### src/rtl/sal_act_pkg.sv
// sal_act_pkg: definitions shared by the ACT arbiter and its round-robin picker.
//   act_state_e   : arbiter FSM state (idle / holding an offered ACT)
//   FAW_ACT_LIMIT : number of ACTs allowed inside one tFAW window
//   sat_sub2()    : max(v - 2, 0) for timer reload values
package sal_act_pkg;

    typedef enum logic [0:0] {
        StIdle = 1'b0,
        StHold = 1'b1
    } act_state_e;

    localparam int unsigned FAW_ACT_LIMIT = 4;

    // Timers reload with (period - 2): one cycle is spent in IDLE deciding and one
    // registering act_valid, so a reload of N gives handshakes N + 2 cycles apart.
    function automatic logic [5:0] sat_sub2(input logic [5:0] v);
        return (v > 6'd2) ? (v - 6'd2) : 6'd0;
    endfunction

endpackage

### src/rtl/sal_rr_arb.sv
// sal_rr_arb: purely combinational round-robin pick.
// Search order is ptr, ptr+1, ... wrapping modulo BK_CNT (BK_CNT is a power of two,
// so the wrap is plain BK_BW-bit overflow).
//   req   : per-bank request vector
//   ptr   : highest-priority bank index
//   valid : any request present
//   index : first requesting bank in search order (0 when valid is low)
module sal_rr_arb #(
    parameter int unsigned BK_CNT = 4,
    parameter int unsigned BK_BW  = $clog2(BK_CNT)
) (
    input  logic [BK_CNT-1:0] req,
    input  logic [BK_BW-1:0]  ptr,
    output logic              valid,
    output logic [BK_BW-1:0]  index
);

    logic [BK_BW-1:0] cand;

    always_comb begin
        valid = 1'b0;
        index = '0;
        cand  = '0;
        for (int i = 0; i < int'(BK_CNT); i++) begin
            cand = ptr + BK_BW'(i);
            if (!valid && req[cand]) begin
                valid = 1'b1;
                index = cand;
            end
        end
    end

endmodule

### src/rtl/sal_act_arb.sv
// sal_act_arb: round-robin arbiter issuing bank ACT commands under tRRD and tFAW.
// A winner is registered in IDLE and offered (act_valid_o/act_bk_o) until the command
// bus accepts it; the accepted bank receives a one-cycle combinational grant.
// Optional feature: define SAL_ACT_ARB_FAW_EN to build four tFAW slot timers; without
// it tfaw_i is ignored and the tFAW window never stalls.
//   clk          : clock, rising edge
//   rst          : asynchronous active-high reset
//   req_i        : per-bank ACT request, level, held until granted
//   trrd_i       : tRRD in cycles (quasi-static)
//   tfaw_i       : tFAW in cycles (quasi-static)
//   act_valid_o  : ACT offered to the command bus
//   act_bk_o     : bank index of the offered ACT
//   act_ready_i  : command bus accepts the ACT
//   gnt_o        : one-hot grant pulse in the handshake cycle
module sal_act_arb
    import sal_act_pkg::*;
#(
    parameter int unsigned BK_CNT = 4,
    parameter int unsigned BK_BW  = $clog2(BK_CNT)
) (
    input  logic              clk,
    input  logic              rst,
    input  logic [BK_CNT-1:0] req_i,
    input  logic [3:0]        trrd_i,
    input  logic [5:0]        tfaw_i,
    output logic              act_valid_o,
    output logic [BK_BW-1:0]  act_bk_o,
    input  logic              act_ready_i,
    output logic [BK_CNT-1:0] gnt_o
);

    act_state_e       state_q, state_d;
    logic             act_valid_q, act_valid_d;
    logic [BK_BW-1:0] act_bk_q, act_bk_d;
    logic [BK_BW-1:0] ptr_q, ptr_d;
    logic [3:0]       trrd_cnt_q, trrd_cnt_d;
    logic [3:0]       trrd_load;
    logic             rr_valid;
    logic [BK_BW-1:0] rr_index;
    logic             hs;
    logic             faw_free;

    // act_valid_q is only ever set in HOLD, so ready while idle is ignored here.
    assign hs        = act_valid_q & act_ready_i;
    assign trrd_load = (trrd_i > 4'd2) ? (trrd_i - 4'd2) : 4'd0;

    sal_rr_arb #(
        .BK_CNT (BK_CNT),
        .BK_BW  (BK_BW)
    ) u_rr_arb (
        .req   (req_i),
        .ptr   (ptr_q),
        .valid (rr_valid),
        .index (rr_index)
    );

    always_comb begin
        state_d     = state_q;
        act_valid_d = act_valid_q;
        act_bk_d    = act_bk_q;
        ptr_d       = ptr_q;
        trrd_cnt_d  = (trrd_cnt_q != 4'd0) ? (trrd_cnt_q - 4'd1) : 4'd0;
        unique case (state_q)
            StIdle: begin
                if (rr_valid && (trrd_cnt_q == 4'd0) && faw_free) begin
                    state_d     = StHold;
                    act_valid_d = 1'b1;
                    act_bk_d    = rr_index;
                end
            end
            StHold: begin
                // Offer stays frozen even if the bank drops its request.
                if (hs) begin
                    state_d     = StIdle;
                    act_valid_d = 1'b0;
                    ptr_d       = act_bk_q + BK_BW'(1);
                    trrd_cnt_d  = trrd_load;
                end
            end
            default: state_d = StIdle;
        endcase
    end

    always_comb begin
        gnt_o = '0;
        if (hs) begin
            gnt_o[act_bk_q] = 1'b1;
        end
    end

    always_ff @(posedge clk or posedge rst) begin
        if (rst) begin
            state_q     <= StIdle;
            act_valid_q <= 1'b0;
            act_bk_q    <= '0;
            ptr_q       <= '0;
            trrd_cnt_q  <= 4'd0;
        end else begin
            state_q     <= state_d;
            act_valid_q <= act_valid_d;
            act_bk_q    <= act_bk_d;
            ptr_q       <= ptr_d;
            trrd_cnt_q  <= trrd_cnt_d;
        end
    end

`ifdef SAL_ACT_ARB_FAW_EN
    logic [5:0] faw_cnt_q [FAW_ACT_LIMIT];
    logic [5:0] faw_cnt_d [FAW_ACT_LIMIT];
    logic [5:0] tfaw_load;
    logic       faw_loaded;

    assign tfaw_load = sat_sub2(tfaw_i);

    // A slot at zero is free. Entering HOLD requires a free slot, and counters only
    // count down, so that slot is still free when the handshake loads it.
    always_comb begin
        faw_free   = 1'b0;
        faw_loaded = 1'b0;
        for (int s = 0; s < int'(FAW_ACT_LIMIT); s++) begin
            faw_cnt_d[s] = (faw_cnt_q[s] != 6'd0) ? (faw_cnt_q[s] - 6'd1) : 6'd0;
            if (faw_cnt_q[s] == 6'd0) begin
                faw_free = 1'b1;
                if (hs && !faw_loaded) begin
                    faw_cnt_d[s] = tfaw_load;
                    faw_loaded   = 1'b1;
                end
            end
        end
    end

    always_ff @(posedge clk or posedge rst) begin
        if (rst) begin
            for (int s = 0; s < int'(FAW_ACT_LIMIT); s++) begin
                faw_cnt_q[s] <= 6'd0;
            end
        end else begin
            for (int s = 0; s < int'(FAW_ACT_LIMIT); s++) begin
                faw_cnt_q[s] <= faw_cnt_d[s];
            end
        end
    end
`else
    logic unused_tfaw;

    assign unused_tfaw = ^tfaw_i;
    assign faw_free    = 1'b1;
`endif

    assign act_valid_o = act_valid_q;
    assign act_bk_o    = act_bk_q;

endmodule

### config.mk
export PLATFORM = sky130hd
export DESIGN_NAME = sal_act_arb
export DESIGN_NICKNAME = d
export VERILOG_FILES = /design/src/rtl/sal_act_pkg.sv /design/src/rtl/sal_rr_arb.sv /design/src/rtl/sal_act_arb.sv
export SDC_FILE = /design/constraint.sdc
export NUM_CORES = 1
export LEC_CHECK = 0
export ABC_AREA = 1
export CORE_UTILIZATION = 25
export DETAILED_ROUTE_END_ITERATION = 8
export GPL_TIMING_DRIVEN = 0
export MAX_ROUTING_LAYER = met4
export PLACE_DENSITY = 0.53
export SLEW_MARGIN = 20
export SYNTH_ARGS = -nofsm -noshare
export SYNTH_HDL_FRONTEND = slang
export SYNTH_SLANG_ARGS = --single-unit
### constraint.sdc
create_clock -name clk -period 1.33 [get_ports clk]
set_input_delay 0.1995 -clock clk [delete_from_list [all_inputs] [get_ports clk]]
set_output_delay 0.1995 -clock clk [all_outputs]
set_load 0.005 [all_outputs]
==> results.md, run 1 <==
* Run status: complete, but fails checks
* Failing checks: setup timing
* DIE WIDTH at 61.32 um
* Fmax at 0.6693 GHz
* Final worst slack at -0.1642 ns
* WS Path Type: flip-flop to output pin
* Vias in the first global route at 901
* Hold WC Path Type: input port to async pin
* Place WS at -0.3140 ns
* Final hold viol count at 0
* Routed Antenna Nets at 0
* First-pass GRT wire length at 3.574 mm
* Avg Synthesized Cell Area at 6.613 um^2
* Crit path to: gnt_o[2]
* WP data arrival at 1.29 ns
* Maximum VDD drop at 0.9322 mV
* Clk root buf: clkbuf_4
* Die footprint at 3760 um^2
* CTS Buffer Depth at 2
* Fill count at 366
* Via/cell ratio at 4.349
* DRT Pass-1 Iters at 4
* Fin crit period at 1.494 ns
* TritonCTS Buffers at 3
* WL final at 2.336 mm
* Slew at the pin closest to its max-slew limit at 0.4333 ns
* Sink Count at 10
* YS warnings at 0
* Post-route DRC at 0
* Mapped Area at 879.6 um^2
* Worst-Skew Late Latency at 0.26 ns
* DIE HEIGHT at 61.32 um
* RSZ-0062 raised after global routing: yes
* Buffers on Ports at 17
* Synthesized Nets at 155
* Final setup fails at 8
* Vias at 935
* Slew headroom at 70.81%
* Initial DRC Count at 18
* Final period util at 112.3%
* Flops & latches, synth at 10
* P_leak at 0.0007145 uW
* Layout Skew at 0.005184 ns
* Final TNS setup at -0.7520 ns
* Worst reg-to-reg setup slack at -0.13 ns
* Max cap viols at 0
* CTS tree: done
* Share of layout cells above drive strength 1 at 37.28%
* Antenna diodes at 0
* H-tree levels at 1
* CP Launch Point: act_bk_o[0]$_DFFE_PP0P_
* HPWL Detailed at 1.455 mm
* Initial Util at 26.15%
* Initial antenna violation count at 0
* Critical Path Source Type: flip-flop
* Site row count at 21
* Crit path max fanout at 3
* Reg-to-Reg Start: ptr_q[0]$_DFFE_PP0P_
* Wirelength per Cell at 10.87 um
* I/O pins at 24
* # hold bufs at CTS at 0
* Library cells used by synthesis at 25
* Congestion Overflow GR at 0
* Total track usage at 12.98%
* Reg2Reg Capture Point: act_bk_o[0]$_DFFE_PP0P_
* Setup crit end kind: output pin
* Core ar. at 3363 um^2
* Post-synthesis cell count at 133
* Reg2reg path depth at 11
* GPL Wtd Cong at 0.7811
* Final net count at 193
* Clock Pin Slew Worst Setup and Hold Paths at 0.07 ns
* Largest net degree at the start of global routing at 11
* Max-slew violations at 0
* Critical Path RT at 1.13 ns
* Post-synthesis sequential area ratio at 28.45%
* PwrDens at 2338 nW/um^2
* Area delta synth->final at 58.46%
-- metrics by stage --
stage	instances	utilization (%)	total power, uW	instance area (um^2)	hold slack, ns
final	215	41.44	3259	1394	0.2208
after global routing	215	41.44	3573	1394	0.2688
after detailed placement	196	32.92	2239	1107	0.4939
after CTS	209	36.76	2798	1236	0.2369
after floorplan	133	-	1820	879.6	0.03968
after global placement	196	32.92	2217	1107	0.4934
-- what timing repair did --
item	4_1_cts	5_1_grt
buffers inserted	10	6
pin swaps	6	14
setup endpoints to repair	15	14
resized for setup	32	37
gates cloned	0	1
-- layout make-up --
class	instances	area, um^2	area share, %
inverters	23	93.84	6.732
well taps	46	57.56	4.129
repair buffers	33	292.8	21.01
multi-input cells	98	651.9	46.77
clock buffers	3	22.52	1.616
flip-flops and latches	10	252.7	18.13
plain buffers	2	22.52	1.616
-- how the worst min path moves through the flow --
| stage | end |
|---|---|
| 2_1_floorplan | act_bk_o[0]$_DFFE_PP0P_ |
| 3_3_place_gp | trrd_cnt_q[0]$_DFF_PP0_ |
| 3_5_place_dp | trrd_cnt_q[0]$_DFF_PP0_ |
| 4_1_cts | act_bk_o[0]$_DFFE_PP0P_ |
| 5_1_grt | act_bk_o[1]$_DFFE_PP0P_ |
| 6_report | act_bk_o[1]$_DFFE_PP0P_ |
-- power breakdown --
part | internal, uW | switching (uW)
combinational | 1130 | 1310
sequential | 464 | 155
clock | 104 | 102
total | 1700 | 1560
-- cell usage after synthesis --
master    number  share of area (%)
nand3_1        9                5.1
xnor2_1        1                1.0
nor2_2         1               0.71
buf_6          1                1.3
nor2_4         1                1.3
o32ai_1        2                2.0
nand2_4        3                3.8
inv_2          2               0.85
nand2_1       47                 20
inv_1         21                9.0
nand3_2        1                1.1
nand2_2        5                3.6
o21a_1         1               0.85
o21ai_0        7                4.0
xor2_1         1                1.0
buf_4          1               0.85
o22ai_1        1               0.71
nor2_1         8                3.4
dfrtp_1       10                 28
a21oi_1        1               0.57
a21boi_0       1               0.85
nand4_1        1               0.71
nor3_2         1                1.1
ha_1           5                7.1
o21ai_1        1               0.57
-- routing by layer --
layer	share of wire (%)	global-route usage, %	wire, um	vias to the layer above
met5	0	-	0	-
met4	0.34	5.195	8	0
met3	2.1	1.471	48	2
met2	54	22.52	1272	12
met1	43	15.21	1006	435
li1	-	-	-	486
-- layout by cell type, fill, tap and decap left out --
| cell | Yosys | final |
|---|---|---|
| xor2_1 | 1 | 1 |
| nand2_2 | 5 | 9 |
| clkdlybuf4s50_1 | 0 | 10 |
| xnor2_1 | 1 | 1 |
| ha_1 | 5 | 1 |
| nand3_1 | 9 | 6 |
| nor2_2 | 1 | 1 |
| buf_6 | 1 | 8 |
| nand4_1 | 1 | 1 |
| o21ai_0 | 7 | 4 |
| o22ai_1 | 1 | 1 |
| nand2_4 | 3 | 7 |
| nor3_2 | 1 | 1 |
| inv_1 | 21 | 15 |
| dfrtp_1 | 10 | 8 |
| o21ai_1 | 1 | 4 |
| dfrtp_2 | 0 | 2 |
| a21boi_1 | 0 | 1 |
| buf_2 | 0 | 4 |
| nor2_4 | 1 | 2 |
| nand3_4 | 0 | 2 |
| ha_4 | 0 | 4 |
| clkbuf_4 | 0 | 3 |
| o32ai_1 | 2 | 2 |
| nand3_2 | 1 | 2 |
| inv_4 | 0 | 1 |
| inv_6 | 0 | 1 |
| a21oi_1 | 1 | 1 |
| o21a_1 | 1 | 1 |
| nand2_1 | 47 | 39 |
| buf_4 | 1 | 10 |
| dlymetal6s2s_1 | 0 | 1 |
| dlygate4sd2_1 | 0 | 2 |
| inv_2 | 2 | 6 |
| nor2_1 | 8 | 7 |
-- state kept, by name, summed over array words and instances, names as in the netlist --
register and cells:
act_bk_o 2, act_valid_o 1, ptr_q 2, state_q 1, trrd_cnt_q 4
-- worst max-delay path, cell delays in order, from the launching register on --
cell	delay [ns]
dfrtp_2	0.44
buf_6	0.13
inv_6	0.06
ha_4	0.12
inv_1	0.04
nor2_1	0.12
buf_2	0.13
-- cells by family after synthesis --
group / share of synthesized area (%)
xor gates and xnor gates: 1.992
adders and majority gates: 7.112
buffers and inverters: 11.95
DFF: 28.45
AOI/OAI and AO/OA: 9.531
and+or+nand+nor: 40.97
Power figures use the tool's default switching activity.
==> run 2, diff against run 1 <==
--- a/config.mk
+++ b/config.mk
@@ -6,6 +6,7 @@
 export NUM_CORES = 1
 export LEC_CHECK = 0
 export ABC_AREA = 1
+export CORE_ASPECT_RATIO = 1.25
 export CORE_UTILIZATION = 25
 export DETAILED_ROUTE_END_ITERATION = 8
 export GPL_TIMING_DRIVEN = 0
==> run 2 against run 1 <==
Net effect:
- the flow still finishes with violations (setup timing)
- largest cell class unchanged
- clock skew decreased by 0.0019 ns
- first-iteration DRC count shrank 56%
- wire length fell by 4.8%
- sequential power is 2% lower
- worst setup slack gained 0.032 ns
- clock-buffer cell count unchanged
- global-route usage grew 0.69 points
==> results.md, run 2 (synthesis gave the netlist of run 1 again) <==
* Hold WC Path Type: input port to async pin
* Post-route DRC at 0
* Multi-input combinational cell area at 636.9 um^2
* Number of flip-flops in the largest register at 4
* TritonCTS Buffers at 3
* Reg2reg path depth at 11
* I/O pins at 24
* DIE HEIGHT at 68.32 um
* Final hold viol count at 0
* Critical Path RT at 1.13 ns
* Final core utilization at 42.68%
* Vias at 933
* Critical Path Source Type: flip-flop
* Most common cell on crit path: buf_6
* Vias in the first global route at 883
* Reg2Reg Capture Point: act_bk_o[0]$_DFFE_PP0P_
* CTS tree: done
* Crit. path cell count at 6
* Post-Layout Cell Count at 207
* Crit path to: gnt_o[3]
* Core ar. at 3281 um^2
* Register area at 251.5 um^2
* Combinational power share at 72.4%
* Met1 WL at 899 um
* Site row count at 23
* PwrDens at 2381 nW/um^2
* Routed length on met3 at 62 um
* Fill count at 335
* Net Switching at 1539 uW
* GPL Wtd Cong at 0.8183
* Clock Pin Slew Worst Setup and Hold Paths at 0.05 ns
* HPWL Detailed at 1.533 mm
* Most common library cell in the layout ignoring fill and taps: nand2_1
* Antenna diodes at 0
* Initial antenna violation count at 0
* Max incr delay on CP at 0.43 ns
* DIE WIDTH at 55.06 um
* Area delta synth->final at 59.17%
* Total track usage at 13.67%
* WS Path Type: flip-flop to output pin
* Family with the most delay on the worst path: flip-flops
* WL final at 2.223 mm
* CP Launch Point: act_bk_o[0]$_DFFE_PP0P_
* Buf+Inv Stages, Crit Path at 4
* Maximum VDD drop at 1.262 mV
* Initial Util at 26.81%
* Most frequent cells in the layout: nand2_1 (38), inv_1 (15), clkdlybuf4s50_1 (10)
* P_leak at 0.0007246 uW
* Sw Ratio at 46.16%
* WP data arrival at 1.26 ns
* Fin crit period at 1.462 ns
* Die footprint at 3761 um^2
* Worst reg-to-reg setup slack at -0.11 ns
* Worst-Skew Late Latency at 0.24 ns
* Final worst slack at -0.1318 ns
* Run status: complete, but fails checks
* Layout Skew at 0.003253 ns
* CTS Buffer Depth at 2
* Slowest-stage cell, CP: dfrtp_1
* Final instance area at 1400 um^2
* Seq pwr share at 18.2%
* Critical-path cell list: buf_6 -> buf_6 -> ha_4 -> inv_2 -> nor2_1 -> buf_2
* Setup crit end kind: output pin
* Clk root buf: clkbuf_8
* Fmax at 0.6841 GHz
* Largest net degree at the start of global routing at 11
* Reg-to-Reg Start: ptr_q[0]$_DFFE_PP0P_
* H-tree levels at 1
* Routed Antenna Nets at 0
* Sink Count at 10
* Slew at the pin closest to its max-slew limit at 0.4323 ns
* Initial DRC Count at 8
* Wirelength per Cell at 10.74 um
* Place WS at -0.3488 ns
* Buffers on Ports at 17
* # hold bufs at CTS at 0
* First-pass GRT wire length at 3.532 mm
* Final net count at 194
* Met2 WL at 1.192 mm
* Crit path max fanout at 3
* Max cap viols at 0
* Via/cell ratio at 4.507
* Final setup fails at 8
* RSZ-0062 raised after global routing: yes
* Final period util at 109.9%
* DRT Pass-1 Iters at 4
* Power share of the clock group at 9.3%
* Failing checks: setup timing
* Biggest register: trrd_cnt_q
* Post-DP Area at 1096 um^2
* Share of layout cells above drive strength 1 at 36.47%
* Max-slew violations at 0
* Top Metal Used: met4
* P_int at 1795 uW
* Congestion Overflow GR at 0
* Placed insts at 187
* Slew headroom at 70.87%
-- run 2: worst register-to-register path, cell delays in order, from the launching register on --
cell and delay [ns]:
dfrtp_1 0.41, buf_6 0.15, nand2_2 0.08, nand2_4 0.07
nand2_4 0.08, nand2_4 0.06, nor2_4 0.14, nand3_2 0.09
nand2_4 0.10, nor2_1 0.05, nand2_1 0.06, nand2_1 0.05
-- run 2: power by group through the flow --
stage / Combinational (uW) / Clock [uW] / Sequential, uW
2_1_floorplan: 1240 / 0 / 580
3_3_place_gp: 1610 / 0 / 605
3_5_place_dp: 1640 / 0 / 609
4_1_cts: 2200 / 321 / 599
5_1_grt: 2680 / 341 / 631
6_report: 2410 / 311 / 608
-- run 2: repair_timing --
| item | CTS | global route |
|---|---|---|
| pin swaps | 10 | 2 |
| cloned | 1 | 0 |
| gates resized for setup | 48 | 14 |
| setup endpoints to repair | 14 | 13 |
| buffers inserted | 13 | 3 |
-- run 2: worst min-delay path by stage --
stage / start / cells after the start / to / slack (ns)
2_1_floorplan: rst / 1 / act_bk_o[0]$_DFFE_PP0P_ / 0.04
5_1_grt: rst / 2 / ptr_q[0]$_DFFE_PP0P_ / 0.28
4_1_cts: rst / 2 / trrd_cnt_q[3]$_DFF_PP0_ / 0.26
3_3_place_gp: trrd_cnt_q[0]$_DFF_PP0_ / 1 / trrd_cnt_q[0]$_DFF_PP0_ / 0.49
3_5_place_dp: trrd_cnt_q[0]$_DFF_PP0_ / 1 / trrd_cnt_q[0]$_DFF_PP0_ / 0.49
6_report: rst / 2 / trrd_cnt_q[3]$_DFF_PP0_ / 0.24
-- run 2: stage by stage --
stage / power (uW) / hold WS, ns / setup TNS [ns]
2_1_floorplan: 1820 / 0.03968 / 0
3_3_place_gp: 2219 / 0.4907 / -3.242
3_5_place_dp: 2252 / 0.4872 / -3.532
4_1_cts: 3117 / 0.2574 / -0.5679
5_1_grt: 3647 / 0.2770 / -1.509
6_report: 3333 / 0.2409 / -0.7330
-- run 2: cell type report --
type | instances | area share [%]
Buffer | 2 | 1.609
Clock buffer | 3 | 2.949
Inverter | 23 | 6.345
Multi-Input combinational cell | 98 | 45.49
Sequential cell | 10 | 17.96
Tap cell | 37 | 3.307
Timing Repair Buffer | 34 | 22.34
-- run 2: metal layers --
metal  track usage, %  vias up
met3            1.778        7
met1            12.33      420
met5                -        -
met2            25.75       16
li1                 -      490
met4            8.438        0
==> run 3, diff against run 2 <==
--- a/config.mk
+++ b/config.mk
@@ -5,13 +5,14 @@
 export SDC_FILE = /design/constraint.sdc
 export NUM_CORES = 1
 export LEC_CHECK = 0
-export ABC_AREA = 1
+export ABC_AREA = 0
 export CORE_ASPECT_RATIO = 1.25
 export CORE_UTILIZATION = 25
 export DETAILED_ROUTE_END_ITERATION = 8
 export GPL_TIMING_DRIVEN = 0
 export MAX_ROUTING_LAYER = met4
-export PLACE_DENSITY = 0.53
+export PLACE_DENSITY = 0.56
+export RECOVER_POWER = 25
 export SLEW_MARGIN = 20
 export SYNTH_ARGS = -nofsm -noshare
 export SYNTH_HDL_FRONTEND = slang
==> run 3 against run 2 <==
Net effect:
- the run still ends with setup timing left
- sequential power is 1% lower
- flip-flop and latch count stayed put
- critical path type is now flip-flop to flip-flop
- worst setup slack worse by 0.078 ns
- synthesized cell count is 50% lower
- power is 34% lower
- critical endpoint is now act_bk_o[1]$_DFFE_PP0P_
- combinational power is 41% lower
- area after synthesis is 27% lower
- non-clock buffer count is 3 lower
==> results.md, run 3 <==
* Primary FF master, synth: dfrtp_1
* Fill count at 226
* Setup crit end kind: flip-flop
* Number of enable flip-flop cells after synthesis at 0
* Initial Util at 26.39%
* TritonCTS Buffers at 3
* Worst-Skew Late Latency at 0.26 ns
* Library cells used by synthesis at 27
* Largest net degree at the start of global routing at 11
* Buffers on Ports at 17
* # hold bufs at CTS at 0
* Final period util at 115.7%
* WP data arrival at 1.66 ns
* Vias in the first global route at 696
* Max-slew violations at 0
* Post-synth top area cell: dfrtp_1
* CP Launch Point: trrd_cnt_q[1]$_DFF_PP0_
* Mapped Area at 640.6 um^2
* Crit path max fanout at 5
* Reg2Reg Capture Point: act_bk_o[1]$_DFFE_PP0P_
* Layout Skew at 0.0005075 ns
* PwrDens at 1921 nW/um^2
* Slowest-stage cell, CP: o41ai_2
* Slew at the pin closest to its max-slew limit at 0.4508 ns
* Reg-to-Reg Start: trrd_cnt_q[1]$_DFF_PP0_
* Biggest register: trrd_cnt_q
* Number of flip-flops in the largest register at 4
* Post-Layout Cell Count at 136
* Initial DRC Count at 23
* RSZ-0062 raised after global routing: yes
* Critical Path RT at 1.45 ns
* Final hold viol count at 0
* GPL Wtd Cong at 0.7009
* Most frequent cells in the layout: buf_4 (14), clkdlybuf4s50_1 (9), dfrtp_1 (8)
* Crit. path cell count at 3
* Run status: complete, but fails checks
* Final worst slack at -0.2094 ns
* Area fraction of the dominant cell type after synthesis at 39.06%
* Critical Path Source Type: flip-flop
* I/O pins at 24
* Sink Count at 10
* Clock Pin Slew Worst Setup and Hold Paths at 0.06 ns
* Fmax at 0.6496 GHz
* Core ar. at 2427 um^2
* First-pass GRT wire length at 2.994 mm
* Buf+Inv Stages, Crit Path at 0
* Reg2reg path depth at 3
* Avg Synthesized Cell Area at 9.561 um^2
* Clk root buf: clkbuf_4
* Worst reg-to-reg setup slack at -0.21 ns
* DIE WIDTH at 47.28 um
* Final setup fails at 8
* Family with the most delay on the worst path: compound AO/OA/AOI/OAI gates
* Initial antenna violation count at 0
* Post-synthesis sequential area ratio at 39.06%
* Max cap viols at 0
* Antenna diodes at 0
* Post-route DRC at 0
* P_leak at 0.0005069 uW
* CTS Buffer Depth at 2
* Congestion Overflow GR at 0
* Area delta synth->final at 79.69%
* Max incr delay on CP at 0.44 ns
* DIE HEIGHT at 58.60 um
* HPWL Detailed at 1.063 mm
* Routed Antenna Nets at 0
* DRT Pass-1 Iters at 4
* Hold WC Path Type: input port to async pin
* Total track usage at 15.93%
* CTS tree: done
* Final net count at 127
* Final core utilization at 47.42%
* Crit path to: act_bk_o[1]$_DFFE_PP0P_
* Most common library cell in the layout ignoring fill and taps: buf_4
* Post-synthesis cell count at 67
* Fin crit period at 1.539 ns
* WL final at 1.907 mm
* Slew headroom at 69.74%
* Share of layout cells above drive strength 1 at 43.69%
* Failing checks: setup timing
* Via/cell ratio at 4.934
* Most frequent cells after synthesis: dfrtp_1 (10), inv_1 (6), ha_1 (5)
* YS warnings at 0
* Synth top area cells: dfrtp_1 (39%), ha_1 (9.8%), o41ai_1 (5.5%)
* Most frequent cell after synthesis: dfrtp_1
* Post-synthesis async set-or-reset flop share at 100.0%
* Die footprint at 2770 um^2
* Maximum VDD drop at 0.8471 mV
* Site row count at 20
* WS Path Type: flip-flop to flip-flop
* Synthesized Nets at 89
* WHS at 0.3411 ns
* Placed insts at 117
* Critical-path cell list: or3_4 -> o41ai_2 -> o41ai_4
* H-tree levels at 1
* Vias at 671
* Flops & latches, synth at 10
* Wirelength per Cell at 14.02 um
## run 3: cell types whose count changed in the layout (fill, tap and decap cells not counted), sizes merged, moves of 4 or more
cell	change
inv	-17
o21ai	-5
o41ai	+4
nor2	-6
nand3	-9
and3	+4
nand2	-51
## run 3: cells by family after synthesis
group                    count (synthesis)  share of synthesized area [%]
AO/OA/AOI/OAI                           21                          24.41
AND/OR/NAND/NOR                         23                          20.11
multiplexers                             1                          1.758
adder cells (fa/ha/maj)                  5                          9.766
XOR/XNOR                                 1                          1.367
buffers and inverters                    6                          3.515
flip-flops                              10                          39.06
## run 3: layout make-up
class / count / area [um^2] / share of cell area (%)
multi-input cells: 51 / 519.2 / 45.11
clock buffers: 3 / 22.52 / 1.957
repair buffers: 33 / 285.3 / 24.78
inverters: 6 / 30.03 / 2.609
flip-flops and latches: 10 / 252.7 / 21.96
well taps: 33 / 41.29 / 3.587
## run 3: timing repair
item                                    in CTS  in global routing
buffers inserted                            12                  4
gates resized for setup                     47                  9
endpoints found under the hold margin        0                  0
pin swaps                                   10                  2
endpoints found under the setup margin      12                 10
## run 3: report_power, final
group	switching, uW	leakage (uW)	internal (uW)	total (uW)
logic	634	0.000371	774	1410
registers	156	0.000123	446	602
clock network	97.3	0.0000138	104	202
## run 3: worst register-to-register path: stages, from the launching register on
cell and delay, ns:
dfrtp_1 0.38, or3_4 0.43, o41ai_2 0.44, o41ai_4 0.15
## run 3: worst min-delay path by stage
stage               startpoint                 endpoint  slack (ns)  depth (start not counted)
floorplan                  rst  act_bk_o[0]$_DFFE_PP0P_        0.04                          1
global placement           rst     ptr_q[0]$_DFFE_PP0P_        0.51                          2
detailed placement         rst     ptr_q[0]$_DFFE_PP0P_        0.50                          2
CTS                        rst     ptr_q[1]$_DFFE_PP0P_        0.22                          2
global route               rst     ptr_q[0]$_DFFE_PP0P_        0.37                          2
finish                     rst     ptr_q[0]$_DFFE_PP0P_        0.34                          2
## run 3: routing by layer
layer / vias to the layer above / GRT usage, % / share of wire (%)
li1: 330 / - / -
met1: 308 / 17.15 / 36
met2: 24 / 26.22 / 54
met3: 9 / 2.147 / 4.9
met4: 0 / 10.20 / 4.3
met5: - / - / 0
## run 3: per-stage QoR
stage          setup WS (ns)  power (uW)  area [um^2]  setup TNS [ns]
6_report             -0.2094        2212         1151         -0.9396
5_1_grt              -0.2642        2384         1151          -1.439
4_1_cts              -0.1634        2019         1081         -0.6392
3_5_place_dp         -0.3961        1342        852.1          -3.822
3_3_place_gp         -0.4095        1322        852.1          -3.954
2_1_floorplan        -0.1752        1036        640.6         -0.2865
